File: src/rtl/nco_capture_writer_if.sv
// Avalon-MM write-only bus toward the s2 port of the on-chip memory.
// The master drives every signal; the slave (the memory port) only samples.
interface nco_capture_writer_if #(
  parameter int ADDR_W = 14,
  parameter int DATA_W = 64
);
  logic [ADDR_W-1:0]   mem_address;
  logic                mem_chipselect;
  logic                mem_clken;
  logic                mem_write;
  logic [DATA_W-1:0]   mem_writedata;
  logic [DATA_W/8-1:0] mem_byteenable;

  modport master (
    output mem_address, mem_chipselect, mem_clken, mem_write,
    output mem_writedata, mem_byteenable
  );

  modport slave (
    input mem_address, mem_chipselect, mem_clken, mem_write,
    input mem_writedata, mem_byteenable
  );
endinterface

File: src/rtl/nco_capture_writer.sv
// Captures the NCO sample stream, optionally triggered and decimated, into s2 memory words.
// One-cycle accept-to-write latency; s2 never stalls, so a write may issue every cycle.
module nco_capture_writer #(
  parameter int ADDR_W   = 14,
  parameter int DATA_W   = 64,
  parameter int SAMPLE_W = 36,
  parameter int LEN_W    = 15,
  parameter int DECIM_W  = 8
) (
  input  logic                clk_clk,
  input  logic                reset_reset,
  input  logic                start,
  input  logic                abort,
  input  logic [ADDR_W-1:0]   cfg_base,
  input  logic [LEN_W-1:0]    cfg_len,
  input  logic [DECIM_W-1:0]  cfg_decim,
  input  logic                cfg_trig_en,
  input  logic                trig,
  input  logic [SAMPLE_W-1:0] nco_data,
  input  logic                nco_valid,
  nco_capture_writer_if.master mem,
  output logic                busy,
  output logic                done,
  output logic [LEN_W-1:0]    words_written
);

  localparam int PAD_W = DATA_W - LEN_W - SAMPLE_W;

  typedef enum logic [1:0] {
    S_IDLE,
    S_ARMED,
    S_CAPTURE,
    S_DONE
  } state_t;

  state_t state_q, state_d;

  logic [ADDR_W-1:0]  base_q;
  logic [LEN_W-1:0]   len_q;
  logic [DECIM_W-1:0] decim_q;
  logic [DECIM_W-1:0] cnt_q;
  logic [LEN_W-1:0]   idx_q;
  logic               trig_q;
  logic               wr_q;
  logic [ADDR_W-1:0]  addr_q;
  logic [DATA_W-1:0]  wdata_q;
  logic               done_q;
  logic [LEN_W-1:0]   ww_q;

  logic take_start;
  logic enter_cap;
  logic accept;
  logic last_on_bus;

  // idx_q reaches len_q exactly in the cycle the final write sits on the bus.
  assign last_on_bus = (idx_q == len_q);

  always_comb begin
    state_d    = state_q;
    take_start = 1'b0;
    enter_cap  = 1'b0;
    accept     = 1'b0;
    case (state_q)
      S_IDLE, S_DONE: begin
        if (start && !abort) begin
          take_start = 1'b1;
          if (cfg_len == '0) begin
            state_d = S_DONE;
          end else if (cfg_trig_en) begin
            state_d = S_ARMED;
          end else begin
            state_d   = S_CAPTURE;
            enter_cap = 1'b1;
          end
        end
      end
      S_ARMED: begin
        if (abort) begin
          state_d = S_IDLE;
        end else if (trig && !trig_q) begin
          state_d   = S_CAPTURE;
          enter_cap = 1'b1;
        end
      end
      S_CAPTURE: begin
        if (abort) begin
          state_d = S_IDLE;
        end else if (last_on_bus) begin
          state_d = S_DONE;
        end else begin
          accept = nco_valid;
        end
      end
      default: state_d = S_IDLE;
    endcase
  end

  always_ff @(posedge clk_clk) begin
    if (reset_reset) begin
      state_q <= S_IDLE;
      base_q  <= '0;
      len_q   <= '0;
      decim_q <= '0;
      cnt_q   <= '0;
      idx_q   <= '0;
      trig_q  <= 1'b0;
      wr_q    <= 1'b0;
      addr_q  <= '0;
      wdata_q <= '0;
      done_q  <= 1'b0;
      ww_q    <= '0;
    end else begin
      state_q <= state_d;
      trig_q  <= trig;
      wr_q    <= 1'b0;

      if (take_start) begin
        base_q  <= cfg_base;
        len_q   <= cfg_len;
        decim_q <= cfg_decim;
        ww_q    <= '0;
        done_q  <= (cfg_len == '0);
      end

      if (state_q == S_CAPTURE && state_d == S_DONE) begin
        done_q <= 1'b1;
      end

      if (enter_cap) begin
        cnt_q <= '0;
        idx_q <= '0;
      end else if (accept) begin
        if (cnt_q == '0) begin
          cnt_q   <= decim_q;
          idx_q   <= idx_q + 1'b1;
          ww_q    <= idx_q + 1'b1;
          wr_q    <= 1'b1;
          addr_q  <= base_q + idx_q[ADDR_W-1:0];
          wdata_q <= {{PAD_W{1'b0}}, idx_q, nco_data};
        end else begin
          cnt_q <= cnt_q - 1'b1;
        end
      end
    end
  end

  // Address and data hold between writes; only the strobes drop.
  assign mem.mem_write      = wr_q;
  assign mem.mem_chipselect = wr_q;
  assign mem.mem_clken      = wr_q;
  assign mem.mem_byteenable = {(DATA_W/8){wr_q}};
  assign mem.mem_address    = addr_q;
  assign mem.mem_writedata  = wdata_q;

  assign busy          = (state_q == S_ARMED) || (state_q == S_CAPTURE);
  assign done          = done_q;
  assign words_written = ww_q;

endmodule

File: src/flat_wrapper.sv
// flat-port wrapper written by rule: the top's interface ports become plain ports
module nco_capture_writer_flat 
#(
  parameter int ADDR_W   = 14,
  parameter int DATA_W   = 64,
  parameter int SAMPLE_W = 36,
  parameter int LEN_W    = 15,
  parameter int DECIM_W  = 8
)
  (clk_clk, reset_reset, start, abort, cfg_base, cfg_len, cfg_decim, cfg_trig_en, trig, nco_data, nco_valid, busy, done, words_written, mem_mem_address, mem_mem_chipselect, mem_mem_clken, mem_mem_write, mem_mem_writedata, mem_mem_byteenable);
  nco_capture_writer_if #(.ADDR_W(ADDR_W), .DATA_W(DATA_W)) mem_i ();
  input  logic clk_clk;
  input  logic reset_reset;
  input  logic start;
  input  logic abort;
  input  logic [ADDR_W-1:0] cfg_base;
  input  logic [LEN_W-1:0] cfg_len;
  input  logic [DECIM_W-1:0] cfg_decim;
  input  logic cfg_trig_en;
  input  logic trig;
  input  logic [SAMPLE_W-1:0] nco_data;
  input  logic nco_valid;
  output logic busy;
  output logic done;
  output logic [LEN_W-1:0] words_written;
  output wire logic [$bits(mem_i.mem_address)-1:0] mem_mem_address;
  output wire logic [$bits(mem_i.mem_chipselect)-1:0] mem_mem_chipselect;
  output wire logic [$bits(mem_i.mem_clken)-1:0] mem_mem_clken;
  output wire logic [$bits(mem_i.mem_write)-1:0] mem_mem_write;
  output wire logic [$bits(mem_i.mem_writedata)-1:0] mem_mem_writedata;
  output wire logic [$bits(mem_i.mem_byteenable)-1:0] mem_mem_byteenable;
  assign mem_mem_address = mem_i.mem_address;
  assign mem_mem_chipselect = mem_i.mem_chipselect;
  assign mem_mem_clken = mem_i.mem_clken;
  assign mem_mem_write = mem_i.mem_write;
  assign mem_mem_writedata = mem_i.mem_writedata;
  assign mem_mem_byteenable = mem_i.mem_byteenable;
  nco_capture_writer #(.ADDR_W(ADDR_W), .DATA_W(DATA_W), .SAMPLE_W(SAMPLE_W), .LEN_W(LEN_W), .DECIM_W(DECIM_W)) u_core (.clk_clk(clk_clk), .reset_reset(reset_reset), .start(start), .abort(abort), .cfg_base(cfg_base), .cfg_len(cfg_len), .cfg_decim(cfg_decim), .cfg_trig_en(cfg_trig_en), .trig(trig), .nco_data(nco_data), .nco_valid(nco_valid), .mem(mem_i), .busy(busy), .done(done), .words_written(words_written));
endmodule
File: config.mk
export PLATFORM = sky130hd
export DESIGN_NAME = nco_capture_writer_flat
export DESIGN_NICKNAME = d
export VERILOG_FILES = /design/src/rtl/nco_capture_writer_if.sv /design/src/rtl/nco_capture_writer.sv /design/src/flat_wrapper.sv
export SDC_FILE = /design/constraint.sdc
export NUM_CORES = 1
export LEC_CHECK = 0
export CORE_ASPECT_RATIO = 2
export CORE_MARGIN = 2
export CORE_UTILIZATION = 48
export DETAILED_ROUTE_END_ITERATION = 7
export MAX_ROUTING_LAYER = met4
export PLACE_DENSITY = 0.8
export SETUP_SLACK_MARGIN = 0.4
export SYNTH_ARGS = -nofsm -noshare
export SYNTH_HDL_FRONTEND = slang
export SYNTH_SLANG_ARGS = --single-unit
File: constraint.sdc
create_clock -name clk_clk -period 2.91 [get_ports clk_clk]
set_clock_uncertainty 0.05 [all_clocks]
set_input_delay 0.291 -clock clk_clk [delete_from_list [all_inputs] [get_ports clk_clk]]
set_output_delay 0.291 -clock clk_clk [all_outputs]
set_load 0.02 [all_outputs]
==> summary.md <==
| Metric | Value |
|---|---|
| Setup violations, final | 0 |
| H-tree levels | 4 |
| CP endpoint kind | flip-flop |
| Gate Count Post-Synth | 858 |
| R2r startpoint | u_core.idx_q[0] |
| Wire per inst | 15.8 um |
| VDD IR-drop max | 0.418 mV |
| Synth Flop Type | dfxtp_1 |
| Status | finished clean |
| Layout cells sized above 1 | 8.37% |
| CP arrival | 2.65 ns |
| Core area | 13,800 um2 |
| Share of the synthesized area in the top cell type | 43.1% |
| Ports | 186 |
| Final Cell Area | roughly 9000 um2 |
| Bufs and invs on worst path | 1 |
| Critical path fanouts, max | 8 |
| Top cells by area, synth | dfxtp_1 43%, nand2_1 13%, a21oi_1 10%, xor2_1 4.2%, ha_1 3.3% |
| First-pass GRT wire length | 29,400 um |
| Clock Pin Slew Worst Setup and Hold Paths | 0.06 ns |
| Clock Sink Count | 145 |
| Filler Cell Count | 1,147 |
| FF+latch area | about 2900 um2 |
| Final hold vios | 0 |
| Max Freq | 417 MHz |
| Largest net degree at the start of global routing | 80 |
| YS warnings | 0 |
| Number of flops mapped to enable cells by yosys | 0 |
| # hold bufs at CTS | 0 |
| CTS tree | done |
| Syn avg cell area | 7.85 um2 |
| Die Span Y | around 170 um |
| HP Class | input pin to flip-flop |
| Clock Path Buffers | 2 |
| Initial antenna violation count | 0 |
| CTS Buf Count | 17 |
| Register bit total from synthesis | ~150 |
| Die area | between 15,000 and 20,000 um2 |
| Worst min-delay path startpoint | reset_reset |
| Starting density of the core | 48.8% |
| Most instantiated library cell after synthesis | nand2_1 |
| Kind of critical path | flip-flop to flip-flop |
| Worst-margin pin slew | 0.819 ns |
| Area grow syn2layout | 35.3% |
| Placed wire-length estimate | 13,700 um |
| Cell Rows | a little over 60 |
| Post-synth top area cell | dfxtp_1 |
| Pleak | 3.35 nW |
| Vias | roughly 6,500 |
| Min cycle time layout | 2.40 ns |
| Remaining Overflow, GRT | 0 |
| Drt initial violations | 407 |
| Vias in the first global route | 6,117 |
| Antenna cells | 0 |
| Gr usage total | 26.0% |
| Post-Place Cell Area | 8460 um2 |
| Max-cap violation count | 0 |
| CP top delay family | compound AO/OA/AOI/OAI gates |
| Multi-input gate area | 3390 um2 |
| Pins Over Slew Limit | 0 |
| Layout Nets | 1,102 |
| IO buf count | 172 |
| WL final | 19,100 um |
| Period utilization | roughly 82% |
| Mapped Area | 6740 um2 |
| Placer congestion estimate | 0.970 |
| Crit path from | u_core.idx_q[0] |
| Slew HR | 45.4% |
| PwrDens | 520 nW/um2 |
| Clk_lat worst skew | 0.42 ns |
| Synth cell types | 54 |
| DRC | 0 |
| Worst path cell trace | ha_1 > inv_1 > fa_1 > nand2b_1 > a21oi_2 > o211ai_1 > o21ai_1 > nor4b_1 > a311o_1 |
| Unrepaired setup endpoints after global routing | yes |
| Die X | just under 90 um |
| Routed Antenna Nets | 0 |
| Seq/Total Area, Yosys | 43.1% |
| Root Buffer | clkbuf_16 |
| Synth async-reset ratio | 0% |
| Type of origin of the critical path | flip-flop |
| Drt first pass iters | 6 |
| Synth top cells by count | 230 x nand2_1, 145 x dfxtp_1, 135 x a21oi_1 |
| CP required | 3.16 ns |
| Setup_tns | 0 ns |
| Max incr delay on CP | 0.41 ns |
| Critical Path Slowest Stage Cell | dfxtp_2 |
| Via density | approximately 5.4 |
[registers in the layout (all words and copies together) (netlist names)]
name,cells
u_core.trig_q,1
u_core.base_q,14
u_core.done,1
u_core.mem.mem_address,14
u_core.state_q,2
u_core.decim_q,8
u_core.idx_q,15
u_core.mem.mem_chipselect,1
u_core.mem.mem_writedata,51
u_core.len_q,15
u_core.words_written,15
u_core.cnt_q,8
[power by group]
| part | switching [mW] | internal [mW] | total, mW |
|---|---|---|---|
| Sequential | 0.0360 | 2.03 | 2.07 |
| Combinational | 0.292 | 0.234 | 0.526 |
| Clock | 0.869 | 1.27 | 2.14 |
[final cells by class]
type                            count  area share (%)
Multi-Input combinational cell    627            37.2
Clock buffer                       18            4.71
Inverter                           14           0.577
Sequential cell                   145            32.0
Timing Repair Buffer              198            21.3
Tap cell                          189            2.60
Clock inverter                     14            1.69
[per-layer routing]
layer	up-vias	track usage [%]	share of wire, %
met1	3014	24.2	34
met5	-	-	0
li1	3141	-	-
met2	265	47.8	55
met3	71	4.46	5.0
met4	0	15.5	5.4
[cells by family after synthesis]
| family | after synthesis | share of synthesized area (%) |
|---|---|---|
| AO/OA/AOI/OAI | 192 | 16.3 |
| XOR/XNOR | 43 | 5.59 |
| adder cells (fa/ha/maj) | 19 | 3.64 |
| buffers and inverters | 98 | 7.75 |
| flip-flops | 145 | 43.1 |
| other | 1 | 0.0557 |
| AND/OR/NAND/NOR | 360 | 23.6 |
[stage by stage]
step / std cells / total power [mW] / util (%) / hold slack [ns] / setup WS [ns]
final: 1205 / 4.74 / 66.0 / 0.308 / 0.512
after global routing: 1205 / 4.91 / 66.0 / 0.327 / 0.350
after CTS: 1201 / 4.77 / 65.5 / 0.300 / 0.446
after detailed placement: 1169 / 2.63 / 61.3 / 0.393 / 0.302
after global placement: 1169 / 2.62 / 61.3 / 0.386 / 0.372
after floorplan: 870 / 2.41 / - / 0.369 / 0.535
[path summary, 6_finish.rpt]
kind / slack [ns] / depth (start not counted) / to
min reg2reg: 0.40 / 2 / u_core.mem.mem_writedata[44]
max reg2reg: 0.51 / 9 / u_core.mem.mem_address[12]
max: 0.51 / 9 / u_core.mem.mem_address[12]
min: 0.31 / 2 / u_core.state_q[0]
[layout by cell type, fill, tap and decap left out, drive strengths merged, types with 20 or more instances in the layout]
master / count
nand2: 230
dfxtp: 145
o21ai: 20
buf: 27
xor2: 32
nand3: 36
clkdlybuf4s50: 171
nor2: 33
a21oi: 135
[what timing repair did]
action,CTS,global route
setup buffers,0,4
pin swaps,0,2
gates resized for setup,2,14
endpoints found under the setup margin,1,84
(Power assumes the default switching activity.)
